--- config.mk ---
export PLATFORM = sky130hd
export DESIGN_NAME = joy_socd_filter
export DESIGN_NICKNAME = d
export VERILOG_FILES = /design/src/rtl/joy_socd_filter.sv
export SDC_FILE = /design/constraint.sdc
export NUM_CORES = 1
export LEC_CHECK = 0
export CAP_MARGIN = 0
export CORE_MARGIN = 2
export CORE_UTILIZATION = 54
export DETAILED_ROUTE_END_ITERATION = 10
export GPL_TIMING_DRIVEN = 0
export PLACE_DENSITY = 0.79
export RECOVER_POWER = 50
export SLEW_MARGIN = 30
export SYNTH_ARGS = -nofsm -noshare
export SYNTH_HDL_FRONTEND = slang
export SYNTH_SLANG_ARGS = --single-unit
--- constraint.sdc ---
create_clock -name clk -period 2 [get_ports clk]
set_clock_uncertainty 0.2 [all_clocks]
set_input_delay 0.5 -clock clk [delete_from_list [all_inputs] [get_ports clk]]
set_output_delay 0.5 -clock clk [all_outputs]
set_load 0.02 [all_outputs]
--- src/rtl/joy_socd_filter.sv ---
// Per-player SOCD resolver with optional 4-way restriction for joystick direction nibbles.
// Optional feature: define JOY_SOCD_DEBOUNCE_EN to insert a per-bit debouncer after the synchroniser.
module joy_socd_filter #(
    parameter int unsigned NUM_PLAYERS = 2,
    parameter int unsigned SYNC_STAGES = 2,
    parameter int unsigned DEB_CYCLES  = 16
) (
    input  logic                     clk,
    input  logic                     reset,
    input  logic [1:0]               mode,
    input  logic                     four_way,
    input  logic [4*NUM_PLAYERS-1:0] dir_in,
    output logic [4*NUM_PLAYERS-1:0] dir_out
);

    localparam int unsigned W = 4 * NUM_PLAYERS;
    localparam logic [1:0] MODE_LAST = 2'd0;
    localparam logic [1:0] MODE_NEUT = 2'd1;
    localparam logic [1:0] MODE_RAW  = 2'd3;

    logic [W-1:0] sync_q [SYNC_STAGES];
    logic [W-1:0] s;
    logic [W-1:0] a_cur;
    logic [W-1:0] a_prev;
    logic [W-1:0] o_q;
    logic [W-1:0] o_nxt;
    logic [W-1:0] out_nxt;
    logic [NUM_PLAYERS-1:0] newest_q;   // 1 = vertical axis pressed most recently
    logic [NUM_PLAYERS-1:0] newest_nxt;

    // input synchroniser
    always_ff @(posedge clk) begin
        if (reset) begin
            for (int i = 0; i < int'(SYNC_STAGES); i++) sync_q[i] <= '0;
        end else begin
            sync_q[0] <= dir_in;
            for (int i = 1; i < int'(SYNC_STAGES); i++) sync_q[i] <= sync_q[i-1];
        end
    end

    assign s = sync_q[SYNC_STAGES-1];

`ifdef JOY_SOCD_DEBOUNCE_EN
    localparam int unsigned CW = $clog2(DEB_CYCLES + 1);
    logic [CW-1:0] deb_cnt [W];
    logic [W-1:0]  deb_stable;

    // stable bit follows s only after DEB_CYCLES consecutive disagreeing cycles
    always_ff @(posedge clk) begin
        if (reset) begin
            deb_stable <= '0;
            for (int b = 0; b < int'(W); b++) deb_cnt[b] <= '0;
        end else begin
            for (int b = 0; b < int'(W); b++) begin
                if (s[b] == deb_stable[b]) begin
                    deb_cnt[b] <= '0;
                end else if (deb_cnt[b] == CW'(DEB_CYCLES - 1)) begin
                    deb_stable[b] <= s[b];
                    deb_cnt[b]    <= '0;
                end else begin
                    deb_cnt[b] <= deb_cnt[b] + CW'(1);
                end
            end
        end
    end

    assign a_cur = deb_stable;
`else
    assign a_cur = s;
`endif

    function automatic logic [1:0] resolve(input logic [1:0] a, input logic [1:0] ap,
                                           input logic [1:0] o, input logic [1:0] m);
        logic [1:0] rise;
        logic [1:0] r;
        rise = a & ~ap;
        r    = o;
        if (m == MODE_RAW || a != 2'b11) begin
            r = a;
        end else if (m == MODE_LAST) begin
            case (rise)
                2'b01:   r = 2'b01;
                2'b10:   r = 2'b10;
                2'b11:   r = 2'b00;
                default: r = o;
            endcase
        end else if (m == MODE_NEUT) begin
            r = 2'b00;
        end
        return r;
    endfunction

    // SOCD resolution and 4-way newest-axis selection, per player
    always_comb begin : resolve_comb
        logic [1:0] h;
        logic [1:0] v;
        logic       nh;
        logic       nv;
        logic       nw;
        o_nxt      = '0;
        out_nxt    = '0;
        newest_nxt = newest_q;
        for (int p = 0; p < int'(NUM_PLAYERS); p++) begin
            h  = resolve(a_cur[4*p +: 2], a_prev[4*p +: 2], o_q[4*p +: 2], mode);
            v  = resolve(a_cur[4*p+2 +: 2], a_prev[4*p+2 +: 2], o_q[4*p+2 +: 2], mode);
            nh = (h != 2'b00) && (h != o_q[4*p +: 2]);
            nv = (v != 2'b00) && (v != o_q[4*p+2 +: 2]);
            nw = newest_q[p];
            if (nh)      nw = 1'b0;
            else if (nv) nw = 1'b1;
            newest_nxt[p]     = nw;
            o_nxt[4*p +: 4]   = {v, h};
            out_nxt[4*p +: 4] = {v, h};
            if (four_way && mode != MODE_RAW && h != 2'b00 && v != 2'b00)
                out_nxt[4*p +: 4] = nw ? {v, 2'b00} : {2'b00, h};
        end
    end

    always_ff @(posedge clk) begin
        if (reset) begin
            a_prev   <= '0;
            o_q      <= '0;
            newest_q <= '0;
            dir_out  <= '0;
        end else begin
            a_prev   <= a_cur;
            o_q      <= o_nxt;
            newest_q <= newest_nxt;
            dir_out  <= out_nxt;
        end
    end

endmodule

==> results of run 1 <==
cell families (layout without fill, tap and decap cells):
logic type,after synthesis,after routing,synth area share
AOI/OAI and AO/OA,65,65,0.265
buffers and inverters,20,48,0.0551
DFF,42,42,0.487
and+or+nand+nor,60,60,0.193
stage by stage:
step	TNS, ns	area (um2)
after global placement	-10.67	1980
after global routing	0	2040
after CTS	0	2060
final	0	2040
after floorplan	0	1730
after detailed placement	-12.04	1980
worst paths after layout:
kind | from | end | slack [ns] | depth (start not counted)
min | sync_q[0][2] | sync_q[0][10] | 0.25 | 1
max | mode[1] | dir_out[7] | 0.03 | 7
min reg2reg | sync_q[0][2] | sync_q[0][10] | 0.25 | 1
max reg2reg | sync_q[0][15] | dir_out[6] | 0.12 | 6
layout make-up:
cell class,instances,area (um2),share of cell area
repair buffers,22,166,0.0814
flip-flops and latches,42,841,0.411
multi-input cells,125,823,0.403
clock buffers,6,51.3,0.0251
inverters,13,48.8,0.0239
plain buffers,7,58.8,0.0288
well taps,44,55.1,0.0269
cells in the final DEF (no fill, tap or decap), drive strengths merged:
master / instances
a21oi: 16
dlygate4sd3: 1
o32a: 1
nor2: 9
a31o: 2
dfxtp: 42
dlygate4sd2: 1
o221ai: 2
o2111ai: 1
nand2b: 10
and2: 1
nand3: 1
clkdlybuf4s15: 1
clkbuf: 17
a221oi: 3
clkdlybuf4s50: 9
a21boi: 9
inv: 13
nor2b: 30
o21ai: 12
o21a: 4
o311a: 1
buf: 6
o31ai: 1
o22ai: 2
nand2: 6
nor3: 2
and3: 1
a31oi: 2
a21o: 4
a221o: 1
o211ai: 1
a311oi: 2
a211oi: 1
layer usage:
layer	vias to the layer above	GRT usage
li1	704	-
met1	701	0.279
met2	59	0.359
met3	10	0.0682
met4	0	0.115
met5	-	0
state kept, by name (all words and copies together) (netlist names):
register  flops
newest_q      2
dir_out       8
a_prev        8
o_q           8
sync_q       16
report_power, final:
group | internal [mW] | total (mW) | switching [mW] | leakage [nW]
logic | 0.0854 | 0.181 | 0.0956 | 0.409
registers | 0.867 | 0.886 | 0.0194 | 0.344
clock network | 0.159 | 0.411 | 0.253 | 0.0302
total | 1.11 | 1.48 | 0.368 | 0.783
repair_timing:
action,in CTS,in global routing
endpoints found under the setup margin,11,26
cloned,1,0
buffers inserted,0,1
resized for setup,10,18
pin swaps,1,4
==> results.md, run 1 <==
* Run status: complete, no violations
* Final setup fails at 0
* Fin crit period at 1.97 ns
* CTS sink cnt at 42
* WL met3 at 290 um
* Post-route core utilization at 0.670
* Sequential cell area fraction in the yosys report at 0.487
* P&R area growth vs syn at 18.4%
* Die area at 0.00367 mm2
* Final WS setup at 0.0298 ns
* Leading post-synthesis cells by cell area: dfxtp_1 49%, nor2b_1 11%, a21oi_1 4.6%
* Fin crit share at 0.985
* Htree depth at 2
* Most frequent cell after synthesis: dfxtp_1
* I/O Buffers at 20
* Root buffer cell: clkbuf_4
* TritonCTS clock tree: done
* PnR Total Power at 1.48 mW
* Syn nets at 200
* Ys async rst share at 0
* Pre-CTS WS at -0.690 ns
* Layout cell share with drive strength beyond 1 at 0.135
* Post-synth top area cell: dfxtp_1
* Arr. time, crit path at 2.02 ns
* Class of the tightest hold or removal check: register to register
* Initial Utilization at 0.566
* Crit-path max FO at 10
* Synth cell count leaders: 42 x dfxtp_1, 30 x nor2b_1, 16 x a21oi_1
* Die W at 60.5 um
* LEAKAGE at 0.783 nW
* Die H at 60.5 um
* Synth Flop Type: dfxtp_1
* RePlAce Congestion at 0.870
* Pwr Density at 723 mW/mm2
* Clock Path Buffers at 2
* Crit-path slowest cell: o32a_1
* DRT met1 WL at 1.61 mm
* Slew margin rel. at 0.691
* Startpoint types: primary input
* Max-slew violation count at 0
* Count of final hold-check violations at 0
* F_max at 0.508 GHz
* Largest net degree at the start of global routing at 12
* Peak supply drop at 482 uV
* Synthesized cell area at 0.00173 mm2
* ANT cells at 0
* WL met2 at 1.82 mm
* Post-layout net count at 229
* Fillers at 259
* Post-Synthesis Cells at 187
* CTS Hold Buffers Added at 0
* RSZ-0062 raised after global routing: false
* Mean area per synthesized cell at 9.23 um2
* Worst Tran Pin Value at 0.464 ns
* Post-synth EDFFs at 0
* Drt via density at 5.69
* Clock Latency Late Sink at 0.36 ns
* CORE AREA at 0.00305 mm2
* Ports at 21
* Num CTS Buffers at 5
* Total global routing overflow at 0
* Routed length per placed instance at 14.7 um
* Drt total wl at 3.80 mm
* Highest routed layer: met4
* Via count of the first global-routing pass at 1338
* Crit Path Category: primary input to register
* Total number of vias at 1474
* CP Buf/Inv Count at 3
* Antenna Nets Post-Route at 0
* Non-Filler Instances at 259
* Critical path's top delay family: compound AO/OA/AOI/OAI gates
* Final hold slack at 0.247 ns
* Clk slew on worst S/H paths at 0.12 ns
* Max-cap violations at 0
* Yosys reg bits at 42
* CP Cell Sequence: clkdlybuf4s15_2 -> buf_6 -> buf_6 -> o32a_1 -> a221oi_2 -> a221o_1 -> a21boi_1
* Critical path capture point type: register
* DRC Markers at 0
* Initial DRC Count at 72
* Number of placed instances, taps included at 251
* GRT Overall Usage at 0.226
* Required @ worst endpoint at 2.05 ns
* Num rows at 20
* Yosys top cell area share at 0.487
* First-pass GRT wire length at 5.92 mm
* HPWL after DPL at 2.64 mm
* Number of iterations in the first detailed-routing pass at 4
* Yosys cell types at 39
* Most used cell, CP: buf_6
* Synth Warn # at 0
* CP max stage delay at 0.36 ns
* Antenna violations before repair at 0
No activity file was read; power rests on OpenSTA's default activity.
==> run 2: changes to the inputs <==
==> constraint.sdc (replaced) <==
create_clock -name clk -period 2 [get_ports clk]
set_clock_uncertainty 0.2 [all_clocks]
set_input_delay 0.5 -clock clk [delete_from_list [all_inputs] [get_ports clk]]
set_output_delay 0.5 -clock clk [all_outputs]
set_load 0.005 [all_outputs]
==> run 2 against run 1 <==
Effect of this change:
- sequential cell count stayed put
- global-route usage stayed put
- setup slack better by 0.013 ns
- via count is 0.20% higher
- wire length is 0.39% lower
- critical path type unchanged
- largest power group unchanged
- highest routed layer unchanged
==> results.md, run 2 (synthesis gave the netlist of run 1 again) <==
* Fin crit period at 1.96 ns (-0.0133 ns)
* Run status: complete, no violations
* F_max at 0.511 GHz (+0.68%)
* HPWL after DPL at 2.64 mm (unchanged)
* Routed length per placed instance at 14.6 um (-0.39%)
* Class of the tightest hold or removal check: register to register
* ANT cells at 0 (unchanged)
* Ports at 21 (unchanged)
* RSZ-0062 raised after global routing: false
* Clock Path Buffers at 2 (unchanged)
* Htree depth at 2 (unchanged)
* Antenna violations before repair at 0 (unchanged)
* Arr. time, crit path at 2.01 ns (about the same)
* Total number of vias at 1477 (+0.20%)
* Num CTS Buffers at 5 (unchanged)
* Crit-path max FO at 10 (unchanged)
* Root buffer cell: clkbuf_4
* Count of final hold-check violations at 0 (unchanged)
* CTS Hold Buffers Added at 0 (unchanged)
* LEAKAGE at 0.795 nW (+1.5%)
* Antenna Nets Post-Route at 0 (unchanged)
* Critical path capture point type: register
* Initial Utilization at 0.566 (unchanged)
* Die area at 0.00367 mm2 (unchanged)
* Total global routing overflow at 0 (unchanged)
* CORE AREA at 0.00305 mm2 (unchanged)
* I/O Buffers at 20 (unchanged)
* RePlAce Congestion at 0.870 (unchanged)
* Clk slew on worst S/H paths at 0.12 ns (about the same)
* Pwr Density at 707 mW/mm2 (-2.2%)
* Slew margin rel. at 0.700 (+0.00940)
* Final Cell Area at 0.00209 mm2 (+2.2%)
* Clock Latency Late Sink at 0.36 ns (about the same)
* Worst Tran Pin Value at 0.450 ns (-0.0141 ns)
* Drt via density at 5.70 (+0.20%)
* First-pass GRT wire length at 5.92 mm (unchanged)
* CTS sink cnt at 42 (unchanged)
* Crit Path Category: primary input to register
* Largest reg by FF count: sync_q
* Via count of the first global-routing pass at 1338 (unchanged)
* Max-cap violations at 0 (unchanged)
* Startpoint types: primary input
* Final setup fails at 0 (unchanged)
* Largest net degree at the start of global routing at 12 (unchanged)
* Required @ worst endpoint at 2.05 ns (about the same)
* Layout cell share with drive strength beyond 1 at 0.135 (unchanged)
* Num rows at 20 (unchanged)
* Post-route core utilization at 0.684 (+0.0148)
* P&R area growth vs syn at 21.0%
* DRC Markers at 0 (unchanged)
* GRT Overall Usage at 0.226 (unchanged)
* Fin crit share at 0.978 (-0.00665)
* Commonest non-fill, non-tap cell in the layout: dfxtp_1
* Drt total wl at 3.79 mm (-0.39%)
* Most frequent cells in the layout: 42 x dfxtp_1, 30 x nor2b_1, 17 x clkdlybuf4s50_1
* Die W at 60.5 um (unchanged)
* R2r setup slk at 0.11 ns (about the same)
* TritonCTS clock tree: done
* Peak supply drop at 480 uV (-0.31%)
* Placed Area at 0.00198 mm2 (unchanged)
* Total negative slack at 0 ns (unchanged)
* Max reg flops at 16 (unchanged)
* Number of iterations in the first detailed-routing pass at 4 (unchanged)
* Die H at 60.5 um (unchanged)
* Initial DRC Count at 68 (-5.6%)
* PnR Total Power at 1.48 mW (about the same)
* Post-layout net count at 229 (unchanged)
* Max-slew violation count at 0 (unchanged)
run 2: cell count changes in the layout (fill, tap and decap cells not counted):
cell / previous run / this run
clkbuf_1: 8 / 1
dlygate4sd2_1: 1 / 0
clkdlybuf4s50_1: 9 / 17
run 2: path summary, 6_finish.rpt:
| kind | cells after the start | to | from |
|---|---|---|---|
| max | 7 | dir_out[7] | mode[1] |
| min | 1 | sync_q[0][10] | sync_q[0][2] |
| max reg2reg | 6 | dir_out[7] | sync_q[0][15] |
| min reg2reg | 1 | sync_q[0][10] | sync_q[0][2] |
run 2: power breakdown:
group          switching [mW]  leakage (nW)  internal (mW)
sequential             0.0195         0.344          0.867
combinational          0.0904         0.420         0.0903
clock                   0.252        0.0302          0.159
total                   0.362         0.795           1.12
run 2: cell type report:
cell class | instances | area, um2
tap | 44 | 55.1
multi-input combinational | 125 | 823
fill | 253 | 963
inverter | 13 | 48.8
buffer | 7 | 58.8
timing repair buffer | 22 | 211
sequential | 42 | 841
clock buffer | 6 | 51.3
run 2: per-layer routing:
layer / GRT usage / routed length [um] / vias up
li1: - / - / 703
met1: 0.279 / 1600 / 705
met2: 0.359 / 1850 / 61
met3: 0.0682 / 263 / 8
met4: 0.115 / 73 / 0
met5: 0 / 0 / -
run 2: timing repair:
action,4_1_cts,5_1_grt
endpoints found under the setup margin,10,19
cloned,1,0
buffers inserted,0,1
gates resized for setup,9,11
pin swaps,1,4
run 2: worst max-delay path, stage by stage:
cell	delay, ns
clkdlybuf4s15_2	0.23
buf_6	0.16
buf_6	0.14
o32a_1	0.36
a221oi_2	0.32
a221o_1	0.23
a21boi_1	0.08
run 2: per-stage QoR:
step                      instances  hold slack (ns)  worst slack, ns
after floorplan                 187            0.214           0.0380
after global placement          251            0.218           -0.645
after detailed placement        251            0.229           -0.690
after CTS                       258            0.252           0.0232
after global routing            259            0.263          0.00978
final                           259            0.248           0.0431
